===== src/rtl/syscall_pkg.sv =====
// rtl/syscall_pkg.sv - syscall codes, FSM states and console type encodings
package syscall_pkg;

   localparam logic [31:0] SC_PRINT_INT = 32'd1;
   localparam logic [31:0] SC_PRINT_STR = 32'd4;
   localparam logic [31:0] SC_SBRK      = 32'd9;
   localparam logic [31:0] SC_EXIT      = 32'd10;
   localparam logic [31:0] SC_EXIT2     = 32'd17;

   localparam logic OUT_CHAR = 1'b0;
   localparam logic OUT_INT  = 1'b1;

   typedef enum logic [2:0] {
      IDLE,
      ALLOC,
      FETCH,
      WAIT,
      EMIT,
      INT,
      HALT
   } state_e;

endpackage


===== src/rtl/syscall_engine_if.sv =====
// rtl/syscall_engine_if.sv - core, memory and console signals of the syscall engine
interface syscall_engine_if;
   logic        sc_valid;
   logic [31:0] sc_v0;
   logic [31:0] sc_a0;
   logic        sc_busy;
   logic        v0_we;
   logic [31:0] v0_wdata;
   logic        mem_req;
   logic [31:0] mem_addr;
   logic [31:0] mem_rdata;
   logic        mem_ack;
   logic        out_valid;
   logic        out_type;
   logic [31:0] out_data;
   logic        out_ready;
   logic [31:0] heap_ptr;
   logic        halted;
   logic [7:0]  exit_code;
   logic        err;

   modport slave (
      input  sc_valid, sc_v0, sc_a0, mem_rdata, mem_ack, out_ready,
      output sc_busy, v0_we, v0_wdata, mem_req, mem_addr,
             out_valid, out_type, out_data, heap_ptr, halted, exit_code, err
   );

   modport master (
      output sc_valid, sc_v0, sc_a0, mem_rdata, mem_ack, out_ready,
      input  sc_busy, v0_we, v0_wdata, mem_req, mem_addr,
             out_valid, out_type, out_data, heap_ptr, halted, exit_code, err
   );
endinterface


===== src/rtl/str_byte_sel.sv =====
// rtl/str_byte_sel.sv - big-endian byte pick from a word plus NUL detect
module str_byte_sel (
   input  logic [31:0] word,
   input  logic [1:0]  idx,
   output logic [7:0]  byte_val,
   output logic        is_nul
);

   always_comb begin
      case (idx)
         2'd0:    byte_val = word[31:24];
         2'd1:    byte_val = word[23:16];
         2'd2:    byte_val = word[15:8];
         default: byte_val = word[7:0];
      endcase
      is_nul = (byte_val == 8'd0);
   end

endmodule


===== src/rtl/syscall_engine.sv =====
// rtl/syscall_engine.sv - print-int/print-string/sbrk/exit syscall engine
module syscall_engine
   import syscall_pkg::*;
#(
   parameter logic [31:0] HEAP_BASE = 32'h1000_0000,
   parameter logic [31:0] HEAP_SIZE = 32'h0000_00FC,
   parameter int unsigned ALIGN     = 4,
   parameter int unsigned MAX_STR   = 1024
) (
   input  logic             clk,
   input  logic             reset,
   syscall_engine_if.slave  bus
);

   localparam logic [32:0] ALIGN_M1 = 33'(ALIGN - 1);
   localparam logic [32:0] LIMIT    = {1'b0, HEAP_BASE} + {1'b0, HEAP_SIZE};
   localparam logic [31:0] MAX_CNT  = 32'(MAX_STR);

   state_e      state_q, state_d;
   logic [31:0] heap_ptr_q, heap_ptr_d;
   logic [31:0] addr_q, addr_d;
   logic [31:0] count_q, count_d;
   logic [31:0] word_q, word_d;
   logic        v0_we_q, v0_we_d;
   logic [31:0] v0_wdata_q, v0_wdata_d;
   logic        mem_req_q, mem_req_d;
   logic [31:0] mem_addr_q, mem_addr_d;
   logic        out_valid_q, out_valid_d;
   logic        out_type_q, out_type_d;
   logic [31:0] out_data_q, out_data_d;
   logic        halted_q, halted_d;
   logic [7:0]  exit_code_q, exit_code_d;
   logic        err_q, err_d;

   logic [32:0] size33, sum33;
   logic [31:0] addr_inc, cnt_inc;
   logic [7:0]  sel_byte;
   logic        sel_nul;

   str_byte_sel u_sel (
      .word     (word_q),
      .idx      (addr_q[1:0]),
      .byte_val (sel_byte),
      .is_nul   (sel_nul)
   );

   assign size33   = ({1'b0, bus.sc_a0} + ALIGN_M1) & ~ALIGN_M1;
   assign sum33    = {1'b0, heap_ptr_q} + size33;
   assign addr_inc = addr_q + 32'd1;
   assign cnt_inc  = count_q + 32'd1;

   always_comb begin
      state_d     = state_q;
      heap_ptr_d  = heap_ptr_q;
      addr_d      = addr_q;
      count_d     = count_q;
      word_d      = word_q;
      v0_we_d     = 1'b0;
      v0_wdata_d  = v0_wdata_q;
      mem_req_d   = 1'b0;
      mem_addr_d  = mem_addr_q;
      out_valid_d = out_valid_q;
      out_type_d  = out_type_q;
      out_data_d  = out_data_q;
      halted_d    = halted_q;
      exit_code_d = exit_code_q;
      err_d       = 1'b0;
      case (state_q)
         IDLE: begin
            if (bus.sc_valid) begin
               case (bus.sc_v0)
                  SC_PRINT_INT: begin
                     state_d     = INT;
                     out_valid_d = 1'b1;
                     out_type_d  = OUT_INT;
                     out_data_d  = bus.sc_a0;
                  end
                  SC_PRINT_STR: begin
                     state_d    = FETCH;
                     addr_d     = bus.sc_a0;
                     count_d    = 32'd0;
                     mem_req_d  = 1'b1;
                     mem_addr_d = {bus.sc_a0[31:2], 2'b00};
                  end
                  SC_SBRK: begin
                     // Result is registered here so v0_we/heap_ptr/err all appear in ALLOC.
                     state_d = ALLOC;
                     v0_we_d = 1'b1;
                     if (sum33 <= LIMIT) begin
                        v0_wdata_d = heap_ptr_q;
                        heap_ptr_d = sum33[31:0];
                     end else begin
                        v0_wdata_d = 32'd0;
                        err_d      = 1'b1;
                     end
                  end
                  SC_EXIT: begin
                     state_d     = HALT;
                     halted_d    = 1'b1;
                     exit_code_d = 8'd0;
                  end
                  SC_EXIT2: begin
                     state_d     = HALT;
                     halted_d    = 1'b1;
                     exit_code_d = bus.sc_a0[7:0];
                  end
                  default: ;
               endcase
            end
         end
         ALLOC: state_d = IDLE;
         FETCH: state_d = WAIT;
         WAIT: begin
            if (bus.mem_ack) begin
               word_d  = bus.mem_rdata;
               state_d = EMIT;
            end
         end
         EMIT: begin
            // First cycle evaluates the byte; out_valid then holds it until accepted.
            if (!out_valid_q) begin
               if (sel_nul) begin
                  state_d = IDLE;
               end else begin
                  out_valid_d = 1'b1;
                  out_type_d  = OUT_CHAR;
                  out_data_d  = {24'd0, sel_byte};
               end
            end else if (bus.out_ready) begin
               out_valid_d = 1'b0;
               addr_d      = addr_inc;
               count_d     = cnt_inc;
               if (cnt_inc == MAX_CNT) begin
                  err_d   = 1'b1;
                  state_d = IDLE;
               end else if (addr_q[1:0] == 2'd3) begin
                  state_d    = FETCH;
                  mem_req_d  = 1'b1;
                  mem_addr_d = {addr_inc[31:2], 2'b00};
               end
            end
         end
         INT: begin
            if (bus.out_ready) begin
               out_valid_d = 1'b0;
               state_d     = IDLE;
            end
         end
         HALT: ;
         default: state_d = IDLE;
      endcase
   end

   always_ff @(posedge clk or negedge reset) begin
      if (!reset) begin
         state_q     <= IDLE;
         heap_ptr_q  <= HEAP_BASE;
         addr_q      <= 32'd0;
         count_q     <= 32'd0;
         word_q      <= 32'd0;
         v0_we_q     <= 1'b0;
         v0_wdata_q  <= 32'd0;
         mem_req_q   <= 1'b0;
         mem_addr_q  <= 32'd0;
         out_valid_q <= 1'b0;
         out_type_q  <= OUT_CHAR;
         out_data_q  <= 32'd0;
         halted_q    <= 1'b0;
         exit_code_q <= 8'd0;
         err_q       <= 1'b0;
      end else begin
         state_q     <= state_d;
         heap_ptr_q  <= heap_ptr_d;
         addr_q      <= addr_d;
         count_q     <= count_d;
         word_q      <= word_d;
         v0_we_q     <= v0_we_d;
         v0_wdata_q  <= v0_wdata_d;
         mem_req_q   <= mem_req_d;
         mem_addr_q  <= mem_addr_d;
         out_valid_q <= out_valid_d;
         out_type_q  <= out_type_d;
         out_data_q  <= out_data_d;
         halted_q    <= halted_d;
         exit_code_q <= exit_code_d;
         err_q       <= err_d;
      end
   end

   assign bus.sc_busy   = (state_q != IDLE) | bus.sc_valid;
   assign bus.v0_we     = v0_we_q;
   assign bus.v0_wdata  = v0_wdata_q;
   assign bus.mem_req   = mem_req_q;
   assign bus.mem_addr  = mem_addr_q;
   assign bus.out_valid = out_valid_q;
   assign bus.out_type  = out_type_q;
   assign bus.out_data  = out_data_q;
   assign bus.heap_ptr  = heap_ptr_q;
   assign bus.halted    = halted_q;
   assign bus.exit_code = exit_code_q;
   assign bus.err       = err_q;

endmodule


===== src/flat_wrapper.sv =====
// flat-port wrapper written by rule: the top's interface ports become plain ports
module syscall_engine_flat import syscall_pkg::*;
#(
   parameter logic [31:0] HEAP_BASE = 32'h1000_0000,
   parameter logic [31:0] HEAP_SIZE = 32'h0000_00FC,
   parameter int unsigned ALIGN     = 4,
   parameter int unsigned MAX_STR   = 1024
)
  (clk, reset, bus_sc_valid, bus_sc_v0, bus_sc_a0, bus_mem_rdata, bus_mem_ack, bus_out_ready, bus_sc_busy, bus_v0_we, bus_v0_wdata, bus_mem_req, bus_mem_addr, bus_out_valid, bus_out_type, bus_out_data, bus_heap_ptr, bus_halted, bus_exit_code, bus_err);
  syscall_engine_if bus_i ();
  input  logic clk;
  input  logic reset;
  input wire logic [$bits(bus_i.sc_valid)-1:0] bus_sc_valid;
  input wire logic [$bits(bus_i.sc_v0)-1:0] bus_sc_v0;
  input wire logic [$bits(bus_i.sc_a0)-1:0] bus_sc_a0;
  input wire logic [$bits(bus_i.mem_rdata)-1:0] bus_mem_rdata;
  input wire logic [$bits(bus_i.mem_ack)-1:0] bus_mem_ack;
  input wire logic [$bits(bus_i.out_ready)-1:0] bus_out_ready;
  output wire logic [$bits(bus_i.sc_busy)-1:0] bus_sc_busy;
  output wire logic [$bits(bus_i.v0_we)-1:0] bus_v0_we;
  output wire logic [$bits(bus_i.v0_wdata)-1:0] bus_v0_wdata;
  output wire logic [$bits(bus_i.mem_req)-1:0] bus_mem_req;
  output wire logic [$bits(bus_i.mem_addr)-1:0] bus_mem_addr;
  output wire logic [$bits(bus_i.out_valid)-1:0] bus_out_valid;
  output wire logic [$bits(bus_i.out_type)-1:0] bus_out_type;
  output wire logic [$bits(bus_i.out_data)-1:0] bus_out_data;
  output wire logic [$bits(bus_i.heap_ptr)-1:0] bus_heap_ptr;
  output wire logic [$bits(bus_i.halted)-1:0] bus_halted;
  output wire logic [$bits(bus_i.exit_code)-1:0] bus_exit_code;
  output wire logic [$bits(bus_i.err)-1:0] bus_err;
  assign bus_i.sc_valid = bus_sc_valid;
  assign bus_i.sc_v0 = bus_sc_v0;
  assign bus_i.sc_a0 = bus_sc_a0;
  assign bus_i.mem_rdata = bus_mem_rdata;
  assign bus_i.mem_ack = bus_mem_ack;
  assign bus_i.out_ready = bus_out_ready;
  assign bus_sc_busy = bus_i.sc_busy;
  assign bus_v0_we = bus_i.v0_we;
  assign bus_v0_wdata = bus_i.v0_wdata;
  assign bus_mem_req = bus_i.mem_req;
  assign bus_mem_addr = bus_i.mem_addr;
  assign bus_out_valid = bus_i.out_valid;
  assign bus_out_type = bus_i.out_type;
  assign bus_out_data = bus_i.out_data;
  assign bus_heap_ptr = bus_i.heap_ptr;
  assign bus_halted = bus_i.halted;
  assign bus_exit_code = bus_i.exit_code;
  assign bus_err = bus_i.err;
  syscall_engine #(.HEAP_BASE(HEAP_BASE), .HEAP_SIZE(HEAP_SIZE), .ALIGN(ALIGN), .MAX_STR(MAX_STR)) u_core (.clk(clk), .reset(reset), .bus(bus_i));
endmodule

===== config.mk =====
export PLATFORM = sky130hd
export DESIGN_NAME = syscall_engine_flat
export DESIGN_NICKNAME = d
export VERILOG_FILES = /design/src/rtl/syscall_pkg.sv /design/src/rtl/syscall_engine_if.sv /design/src/rtl/str_byte_sel.sv /design/src/rtl/syscall_engine.sv /design/src/flat_wrapper.sv
export SDC_FILE = /design/constraint.sdc
export NUM_CORES = 1
export LEC_CHECK = 0
export CELL_PAD_IN_SITES_DETAIL_PLACEMENT = 1
export CELL_PAD_IN_SITES_GLOBAL_PLACEMENT = 2
export CORE_AREA = 2 2 209 211
export CTS_CLUSTER_DIAMETER = 80
export CTS_CLUSTER_SIZE = 30
export DETAILED_ROUTE_END_ITERATION = 12
export DIE_AREA = 0 0 211 213
export PLACE_DENSITY_LB_ADDON = 0.08
export SETUP_SLACK_MARGIN = 0.5
export SLEW_MARGIN = 20
export SYNTH_ARGS = -nofsm -noshare
export SYNTH_HDL_FRONTEND = slang
export SYNTH_SLANG_ARGS = --single-unit

===== constraint.sdc =====
create_clock -name clk -period 4.16 [get_ports clk]
set_input_delay 0.624 -clock clk [delete_from_list [all_inputs] [get_ports clk]]
set_output_delay 0.624 -clock clk [all_outputs]
set_load 0.03 [all_outputs]

=== Word level (Yosys, flattened, before mapping) ===
Index checks and enable logic that the tools add are counted.

* Add/sub/neg operators: 4
* Order comparisons: 1
* Equality and inequality tests: 29
* Muxes and demuxes: 62
* Bitwise gates (word level): 2
* Reductions and logical operators: 18

{| class="wikitable"
|+ Operator list
! operator !! number
|-
| 32-bit 2-to-1 mux || 19
|-
| 32-bit case mux with 2 select lines || 4
|-
| 32-bit by 1-bit adder with 32-bit output (second input constant) || 2
|-
| 32-bit by 4-bit == test with 1-bit output (second input constant) || 2
|-
| 32-bit by 2-bit adder with 33-bit output (second input constant) || 1
|-
| 32-bit by 33-bit adder with 33-bit output || 1
|-
| 33-bit by 29-bit <= comparator with 1-bit output (second input constant) || 1
|-
| 32-bit by 1-bit == test with 1-bit output (second input constant) || 1
|-
| 32-bit by 11-bit == test with 1-bit output (second input constant) || 1
|-
| 32-bit by 3-bit == test with 1-bit output (second input constant) || 1
|-
| 32-bit by 5-bit == test with 1-bit output (second input constant) || 1
|-
| 3-bit 2-to-1 mux || 8
|-
| 8-bit case mux with 3 select lines || 1
|-
| 1-bit 2-to-1 mux || 23
|-
| 2-bit inequality test (second input constant) || 9
|-
| 3-bit case mux with 6 select lines || 1
|-
| 8-bit case mux with 2 select lines || 1
|-
| 3-bit case mux with 4 select lines || 1
|-
| 5-bit AND reduction || 2
|-
| 3-bit == test (second input constant) || 3
|-
| 3-bit AND reduction || 3
|-
| 8-bit zero test || 1
|-
| 4-bit AND reduction || 2
|-
| 8-bit AND reduction || 1
|-
| 19 further kinds || 26
|}

* Flip-flop bits (word level): 241
* Input bits: 101
* Output and inout bits: 143
* Logic and storage cells: 131

=== Longest topological paths before layout ===
Gate-level depths: netlist of the first run.

* Depth in word-level cells: 7
* Mapped depth: 21
* Gate-level depth less buffers: 19

=== By module ===
From an unflattened synthesis of the first run, not the netlist that was laid out.

* Cells, all modules: 1,423
* Area, all modules: 13,651.8 um^2

{| class="wikitable"
|+ Modules (own cells, without submodules)
! module !! instances !! cells each !! area each (um^2) !! sequential area each (um^2)
|-
| syscall_engine || 1 || 1,410 || 13,430.4 || 5,881.9
|-
| str_byte_sel || 1 || 13 || 221.5 || 0.0
|}

=== Least setup slack after synthesis of the first run ===
No wires, ideal clock.

* Kind: input -> register
* Start: input port bus_sc_a0[1]
* End: register u_core.heap_ptr_q[10], in the netlist u_core.bus.heap_ptr[10]
* Setup time: 0.125 ns
* Data arrival time: 5.061 ns
* Data required time: 4.035 ns
* Slack: -1.026 ns
* Cell stages on the path: 20
* Path buffers: 2
* Cells stage by stage: o211a_1 > and3_1 > nor2b_1 > and3_1 > and2_1 > nand3_1 > xnor2_1 > ha_1 > and2_1 > a311o_1 > a221oi_2 > nand2_2 > a31oi_1 > xnor2_1 > or4b_1 > o41ai_2 > and2_1 > buf_6 > buf_12 > mux2_4

* Longest elaborated chain between the ends: 4

{| class="wikitable"
|+ RTL lines
! item !! line !! RTL
|-
| start: declaration || flat_wrapper.sv:15 || <nowiki>input wire logic [$bits(bus_i.sc_a0)-1:0] bus_sc_a0;</nowiki>
|-
| 32-bit by 2-bit adder with 33-bit output (*) || syscall_engine.sv:47 || <nowiki>assign size33 = ({1'b0, bus.sc_a0} + ALIGN_M1) & ~ALIGN_M1;</nowiki>
|-
| 32-bit by 33-bit adder with 33-bit output (*) || syscall_engine.sv:48 || <nowiki>assign sum33 = {1'b0, heap_ptr_q} + size33;</nowiki>
|-
| 33-bit by 29-bit <= comparator with 1-bit output || syscall_engine.sv:89 || <nowiki>if (sum33 <= LIMIT) begin</nowiki>
|-
| 4-bit AND reduction (no source line) || n/a ||
|-
| end signal: assignment || syscall_engine.sv:173 || <nowiki>heap_ptr_q <= heap_ptr_d;</nowiki>
|-
| end: declaration || syscall_engine.sv:20 || <nowiki>logic [31:0] heap_ptr_q, heap_ptr_d;</nowiki>
|}

Mark *: on every way between the ends. The rest lies on a longest branch, timed or not.
A chain may end at the register's enable or synchronous reset.

=== Worst setup path after layout of the first run ===
* Start: input port bus_sc_a0[21]
* End: register u_core.heap_ptr_q[16], in the netlist u_core.bus.heap_ptr[16]

* Longest elaborated chain between the ends: 4

{| class="wikitable"
|+ RTL lines
! item !! line
|-
| 32-bit by 2-bit adder with 33-bit output || syscall_engine.sv:47
|-
| 32-bit by 33-bit adder with 33-bit output || syscall_engine.sv:48
|-
| 33-bit by 29-bit <= comparator with 1-bit output || syscall_engine.sv:89
|-
| 4-bit AND reduction (no source line) || n/a
|}

No other way between the ends.

==> results.json, run 1 <==
{
  "power.share.clock_pct": 24.6,
  "cts_root_buf": "clkbuf_16",
  "ant_nets": 0,
  "grt_pass1_vias": 14110,
  "grt-ovfl-total": 0,
  "post-route-period-util_pct": 113.8,
  "vias": 13209,
  "tightest_slew_ns": 0.9352,
  "finClkSkew_ns": 0.01978,
  "insertion_delay_ns": 0.54,
  "power.density_nw_per_um2": 419.6,
  "grt_max_degree": 91,
  "setup_ws_ns": -0.5754,
  "fin_nets": 2053,
  "start_util_pct": 32.59,
  "dieArea_um2": 44940,
  "critPathKind": "in2reg",
  "seqPwrFrac_pct": 37.9,
  "p_leak_nw": 8.992,
  "hold_viol_final": 0,
  "drive_gt1_share_pct": 24.82,
  "ctsHoldBuffers": 0,
  "fillers": 4877,
  "final-seq-area_um2": 5887,
  "outcome": "finished with violations",
  "dp_hpwl_mm": 40.08,
  "yosys_warnings": 0,
  "fmax_mhz": 211.2,
  "p_int_w": 0.005002,
  "max_slew_margin_pct": 37.65,
  "cts_tree": "yes",
  "period_minus_slack_ns": 4.735,
  "cts_buffer_depth": 3,
  "track_usage_pct": 23.81,
  "ys_ff_latch": 235,
  "place_inst": 2393,
  "critPathCaptureType": "flip-flop",
  "tns_ns": -28.41,
  "diodes": 0,
  "antenna_found_initial": 0,
  "synth_seq_area_share_pct": 42.27,
  "netSwitchingPower_w": 0.003387,
  "setup_viol": 61,
  "first_pass_iters": 5,
  "path_clk_slew_ns": 0.08,
  "sw_frac_of_total_pct": 40.37,
  "vdd_drop_max_mv": 0.3469,
  "worstReg2RegStart": "u_core.bus.heap_ptr[3]$_DFFE_PN0P_",
  "area_growth_pct": 43.66,
  "synth_cell_types": 80,
  "path_cells": "dlygate4sd2_1 -> nand4_1 -> nor2_2 -> and4b_2 -> buf_6 -> and3_4 -> buf_6 -> nand3_2 -> xnor2_2 -> ha_4 -> and3_4 -> buf_4 -> o21ai_1 -> nor2_1 -> or3_1 -> mux2i_1 -> or4b_4 -> nor3_4 -> and2_4 -> buf_12 -> mux2_4",
  "min_path_type": "in2async",
  "first_iter_violations": 576,
  "numPortBuffers": 237,
  "gp_congestion": 0.8689,
  "fp-row-count": 76,
  "ios": 244,
  "crit_start": "bus_sc_a0[21]",
  "drv_slew": 0,
  "synth.area.top_cells": "dfrtp_1, o21ai_0, a22o_1, mux2_2, xnor2_1",
  "crit_fanout": 8,
  "core-area_um2": 42700,
  "fin_hold_ws_ns": 0.09594,
  "via_per_inst": 5.335,
  "critPathSlowestCell": "or4b_4",
  "cp-start-kind": "input port",
  "die_x_um": 211,
  "cts_sinks": 235,
  "synthCells": 1487,
  "crit_required_ns": 4.58,
  "syn-cell-area_um2": 13920,
  "pwr-share-comb_pct": 37.5,
  "numCtsBuffers": 21,
  "synth_top_area_share_pct": 42.08,
  "multi_input_area_um2": 8024,
  "wl_per_cell_um": 21.55,
  "violations": "negative setup slack",
  "wirelength_mm": 53.37,
  "rsz0062_at_grt": "true",
  "slowest_delay_ns": 0.58,
  "syn_area_per_cell_um2": 9.358,
  "h-tree-depth": 1,
  "cap_violations": 0,
  "die_y_um": 213,
  "arrival_ns": 5.16,
  "grt_pass1_wl_mm": 83.10,
  "drc": 0,
  "fin_cells": 2476,
  "ys.flop_type": "dfrtp_1",
  "async_flop_share_pct": 100.0,
  "synth_top_area_cell": "dfrtp_1",
  "synth-edff-count": 0
}
[layout by cell type (no fill, tap or decap), drive strengths merged, types with 63 or more instances in the layout]
| cell | n |
|---|---|
| mux2 | 67 |
| dfrtp | 234 |
| clkdlybuf4s50 | 215 |
| inv | 63 |
| a22o | 64 |
| a21oi | 81 |
| o21ai | 120 |
| nor2 | 116 |
| nand2 | 138 |
| buf | 259 |
[worst max-delay path: cells and delay by family]
kind	cells	cell delay, ns
simple gates	11	2.64
buf+inv	5	0.92
mux	2	0.38
fa+ha+maj	1	0.29
xor+xnor	1	0.19
compound gates	1	0.08
[synthesized netlist by cell type, drive strengths merged (5+ instances only)]
master	number
o21a	7
nand2b	6
nand4	28
o21ai	120
ha	35
xor2	33
and2	16
a22o	64
and3	27
nor4	21
inv	54
xnor2	59
a21o	15
a222oi	14
nor2	116
o211ai	6
nand3	53
or2	5
mux2	67
a211oi	8
dfrtp	234
nor3	33
clkbuf	71
o41ai	6
buf	21
nand2	138
or3	16
nor2b	5
a21oi	81
o31ai	11
mux2i	23
or4	7
a31oi	21
o22a	6
[power by group through the flow]
| stage | sequential [W] | combinational (W) | clock, W |
|---|---|---|---|
| after floorplan | 0.00333 | 0.00166 | 0 |
| after global placement | 0.00319 | 0.00304 | 0 |
| after detailed placement | 0.00322 | 0.00311 | 0 |
| after CTS | 0.00318 | 0.00316 | 0.00214 |
| after global routing | 0.00325 | 0.00348 | 0.00221 |
| final | 0.00318 | 0.00315 | 0.00207 |
[sequential cells by signal, summed over array words and instances, names as in the netlist]
name / cells
u_core.bus.heap_ptr: 30
u_core.bus.mem_addr: 30
u_core.bus.v0_wdata: 30
u_core.state_q: 3
u_core.bus.exit_code: 8
u_core.count_q: 32
u_core.bus.out_valid: 1
u_core.bus.v0_we: 1
u_core.bus.err: 1
u_core.word_q: 32
u_core.bus.halted: 1
u_core.bus.out_data: 32
u_core.addr_q: 32
u_core.bus.out_type: 1
u_core.bus.mem_req: 1
[repair_timing]
item | in CTS | in global routing
gates resized for setup | 139 | 34
buffers inserted | 26 | 17
endpoints found under the setup margin | 86 | 97
cloned | 1 | 2
pin swaps | 49 | 20
[metrics by stage]
stage	setup WS, ns	cell area [µm²]	util [%]	power, W
after floorplan	-0.7312	14030	-	0.004987
after global placement	-1.743	18300	42.87	0.006237
after detailed placement	-1.798	18300	42.87	0.006328
after CTS	-0.4756	19670	46.06	0.008480
after global routing	-0.6589	19990	46.82	0.008946
final	-0.5754	19990	46.82	0.008388
[layout make-up]
type	instances	share of cell area [%]
multi-input combinational	1111	40.14
sequential	235	29.45
timing repair buffer	493	22.50
tap	546	3.417
clock buffer	23	2.666
inverter	54	1.014
clock inverter	14	0.8199
[metal layers]
layer	track usage (%)	part of all wire, %	vias up
li1	-	-	6271
met1	30.01	44	6675
met2	43.07	50	205
met3	2.706	2.8	58
met4	6.459	2.6	0
met5	0	0	-
[cells by family after synthesis]
family	share of synthesized area, %
AOI/OAI and AO/OA	19.14
xor gates and xnor gates	5.790
adders and majority gates	3.291
buffers and inverters	4.594
DFF	42.27
muxes	7.616
other	0.02695
and+or+nand+nor	17.27
[path summary, 6_finish.rpt]
check                           depth (start not counted)  slack, ns                                   to
min in group clk                                        4       0.46   u_core.bus.out_data[1]$_DFFE_PN0P_
worst min-delay path                                    1        0.1  u_core.bus.v0_wdata[19]$_DFFE_PN0P_
max in group asynchronous                               2       3.18        u_core.count_q[9]$_DFFE_PN0P_
worst max register to register                         13       0.07  u_core.bus.heap_ptr[16]$_DFFE_PN0P_
worst max-delay path                                   21      -0.58  u_core.bus.heap_ptr[16]$_DFFE_PN0P_
worst min register to register                          1       0.49        u_core.bus.halted$_DFFE_PN0P_
Power figures use the tool's default switching activity.
==> inputs of run 2 (changes only) <==
GPL_TIMING_DRIVEN = 0   (was unset)
SETUP_SLACK_MARGIN = unset   (was 0.5)
==> run 2 against run 1 <==
  * Clock-buffer cell count rose by 1
  * Die area stayed put
  * The flow still finishes with violations (negative setup slack)
  * Routed wire length fell by 1.2%
  * Worst hold slack got worse by 0.052 ns
  * Utilization fell by 2.7 points
  * Final area down 5.7%
==> results.json, run 2 (synthesis results as in run 1) <==
{
  "diodes": 0,
  "period_minus_slack_ns": 4.923,
  "grt-ovfl-total": 0,
  "numPortBuffers": 235,
  "area_growth_pct": 35.47,
  "drive_gt1_share_pct": 16.83,
  "fillers": 4802,
  "violations": "negative setup slack",
  "die_y_um": 213,
  "first_pass_iters": 6,
  "path_clk_slew_ns": 0.08,
  "placement.cell_area_um2": 17130,
  "final_common_cell": "dfrtp_1",
  "fin_nets": 1942,
  "power.density_nw_per_um2": 444.5,
  "rsz0062_at_grt": "true",
  "first_iter_violations": 656,
  "dp_hpwl_mm": 39.49,
  "drc": 0,
  "vdd_drop_max_mv": 0.2509,
  "place_inst": 2275,
  "rrSetupSlack_ns": -0.45,
  "cp-start-kind": "input port",
  "pwr-share-comb_pct": 39.0,
  "postLayoutCellArea_um2": 18850,
  "p_int_w": 0.004896,
  "crit_fanout": 6,
  "arrival_ns": 5.34,
  "start_util_pct": 32.59,
  "sw_frac_of_total_pct": 41.56,
  "tightest_slew_ns": 1.051,
  "p_leak_nw": 8.217,
  "ant_nets": 0,
  "fin_cells": 2364,
  "wl_per_cell_um": 22.31,
  "core-area_um2": 42700,
  "gp_congestion": 0.9058,
  "grt_pass1_vias": 13327,
  "post-route-period-util_pct": 118.3,
  "outcome": "finished with violations",
  "hold_viol_final": 0,
  "wirelength_mm": 52.75,
  "cap_violations": 0,
  "setup_viol": 61,
  "via_per_inst": 5.481,
  "antenna_found_initial": 0,
  "final_cell_mix": "dfrtp_1, clkdlybuf4s50_1, nand2_1",
  "setup_ws_ns": -0.7632,
  "track_usage_pct": 23.35,
  "ctsHoldBuffers": 0,
  "seqPwrFrac_pct": 37.3,
  "power.share.clock_pct": 23.7,
  "numCtsBuffers": 19,
  "cts_tree": "yes",
  "cts_root_buf": "clkbuf_16",
  "vias": 12957,
  "grt_pass1_wl_mm": 80.90,
  "crit_required_ns": 4.58,
  "min_path_type": "in2async",
  "fmax_mhz": 203.1,
  "die_x_um": 211,
  "critPathCaptureType": "flip-flop",
  "total_power_w": 0.008379,
  "dieArea_um2": 44940,
  "insertion_delay_ns": 0.54,
  "cts_buffer_depth": 3,
  "critPathKind": "in2reg",
  "drv_slew": 0,
  "fp-row-count": 76,
  "h-tree-depth": 1,
  "netSwitchingPower_w": 0.003483,
  "ios": 244,
  "max_slew_margin_pct": 29.68,
  "grt_max_degree": 90,
  "finClkSkew_ns": 0.01825,
  "cts_sinks": 235
}
==> run 2: changes by cell type in the layout (fill, tap and decap cells not counted), sizes merged <==
cell / delta
clkdlybuf4s50: -2
clkdlybuf4s15: +2
clkinv: -2
dlygate4sd2: -15
buf: -157
inv: -1
clkinvlp: -1
bufbuf: +1
clkbuf: +64
dlymetal6s2s: -1
==> run 2: path summary, 6_finish.rpt <==
kind                                                       end                                from  cells past startpoint
setup / recovery           u_core.bus.heap_ptr[24]$_DFFE_PN0P_                        bus_sc_a0[1]                     23
max in group asynchronous        u_core.count_q[9]$_DFFE_PN0P_                               reset                      3
min in group clk           u_core.bus.exit_code[1]$_DFFE_PN0P_                        bus_sc_a0[1]                      2
hold / removal             u_core.bus.v0_wdata[17]$_DFFE_PN0P_                               reset                      1
setup reg to reg           u_core.bus.heap_ptr[24]$_DFFE_PN0P_  u_core.bus.heap_ptr[2]$_DFFE_PN0P_                     16
hold reg to reg                  u_core.bus.halted$_DFFE_PN0P_       u_core.bus.halted$_DFFE_PN0P_                      1
==> run 2: timing repair <==
item	4_1_cts	5_1_grt
setup endpoints to repair	82	91
pin swaps	35	32
gates resized for setup	195	49
setup buffers	42	18
gates cloned	4	0
==> run 2: metrics by stage <==
step | TNS [ns] | hold slack (ns) | worst slack, ns | utilization (%)
2_1_floorplan | -33.38 | 0.3284 | -0.7312 | -
3_3_place_gp | -2103.80 | 0.4587 | -8.337 | 39.97
3_5_place_dp | -156.22 | 0.4625 | -2.661 | 40.12
4_1_cts | -38.25 | 0.08456 | -0.7191 | 43.44
5_1_grt | -48.13 | 0.09788 | -0.8727 | 44.15
6_report | -40.95 | 0.04362 | -0.7632 | 44.15
==> run 2: layout make-up <==
cell class	instances	area [µm²]	area share, %
sequential	235	5882	31.20
inverter	54	202.7	1.075
clock inverter	10	120.1	0.6372
buffer	86	467.9	2.482
tap	546	683.2	3.624
multi-input combinational	1111	7999	42.43
clock buffer	24	534.3	2.834
timing repair buffer	298	2963	15.72
==> run 2: worst max-delay path: stages <==
cell and delay [ns]:
buf_12 0.09, o211a_1 0.17, and3_4 0.20, nor2b_4 0.17
and3_4 0.21, and2_4 0.20, nand3_4 0.10, xnor2_4 0.22
ha_4 0.24, and2_4 0.14, a311o_1 0.31, a221oi_4 0.34
nand2_2 0.12, buf_6 0.15, xnor2_4 0.13, nor4_4 0.39
nand3b_1 0.19, o41ai_4 0.37, buf_4 0.19, and2_4 0.22
buf_12 0.12, buf_12 0.12, mux2_4 0.29
==> run 2: metal layers <==
metal | track usage [%] | part of all wire, %
met1 | 30.18 | 44
met2 | 41.99 | 50
met3 | 2.692 | 3.7
met4 | 4.760 | 1.9
met5 | 0 | 0
==> run 2: power by group through the flow <==
stage | registers [W] | logic [W] | clock network (W)
finish | 0.00312 | 0.00326 | 0.00199
global route | 0.00319 | 0.00358 | 0.00216
CTS | 0.00312 | 0.00330 | 0.00207
detailed placement | 0.00316 | 0.00325 | 0
global placement | 0.00315 | 0.00319 | 0
floorplan | 0.00333 | 0.00166 | 0
==> inputs of run 3 (changes only) <==
CAP_MARGIN = 15   (was unset)
==> results of run 3 <==
The final DEF is identical to that of run 2; final timing and power are the same.
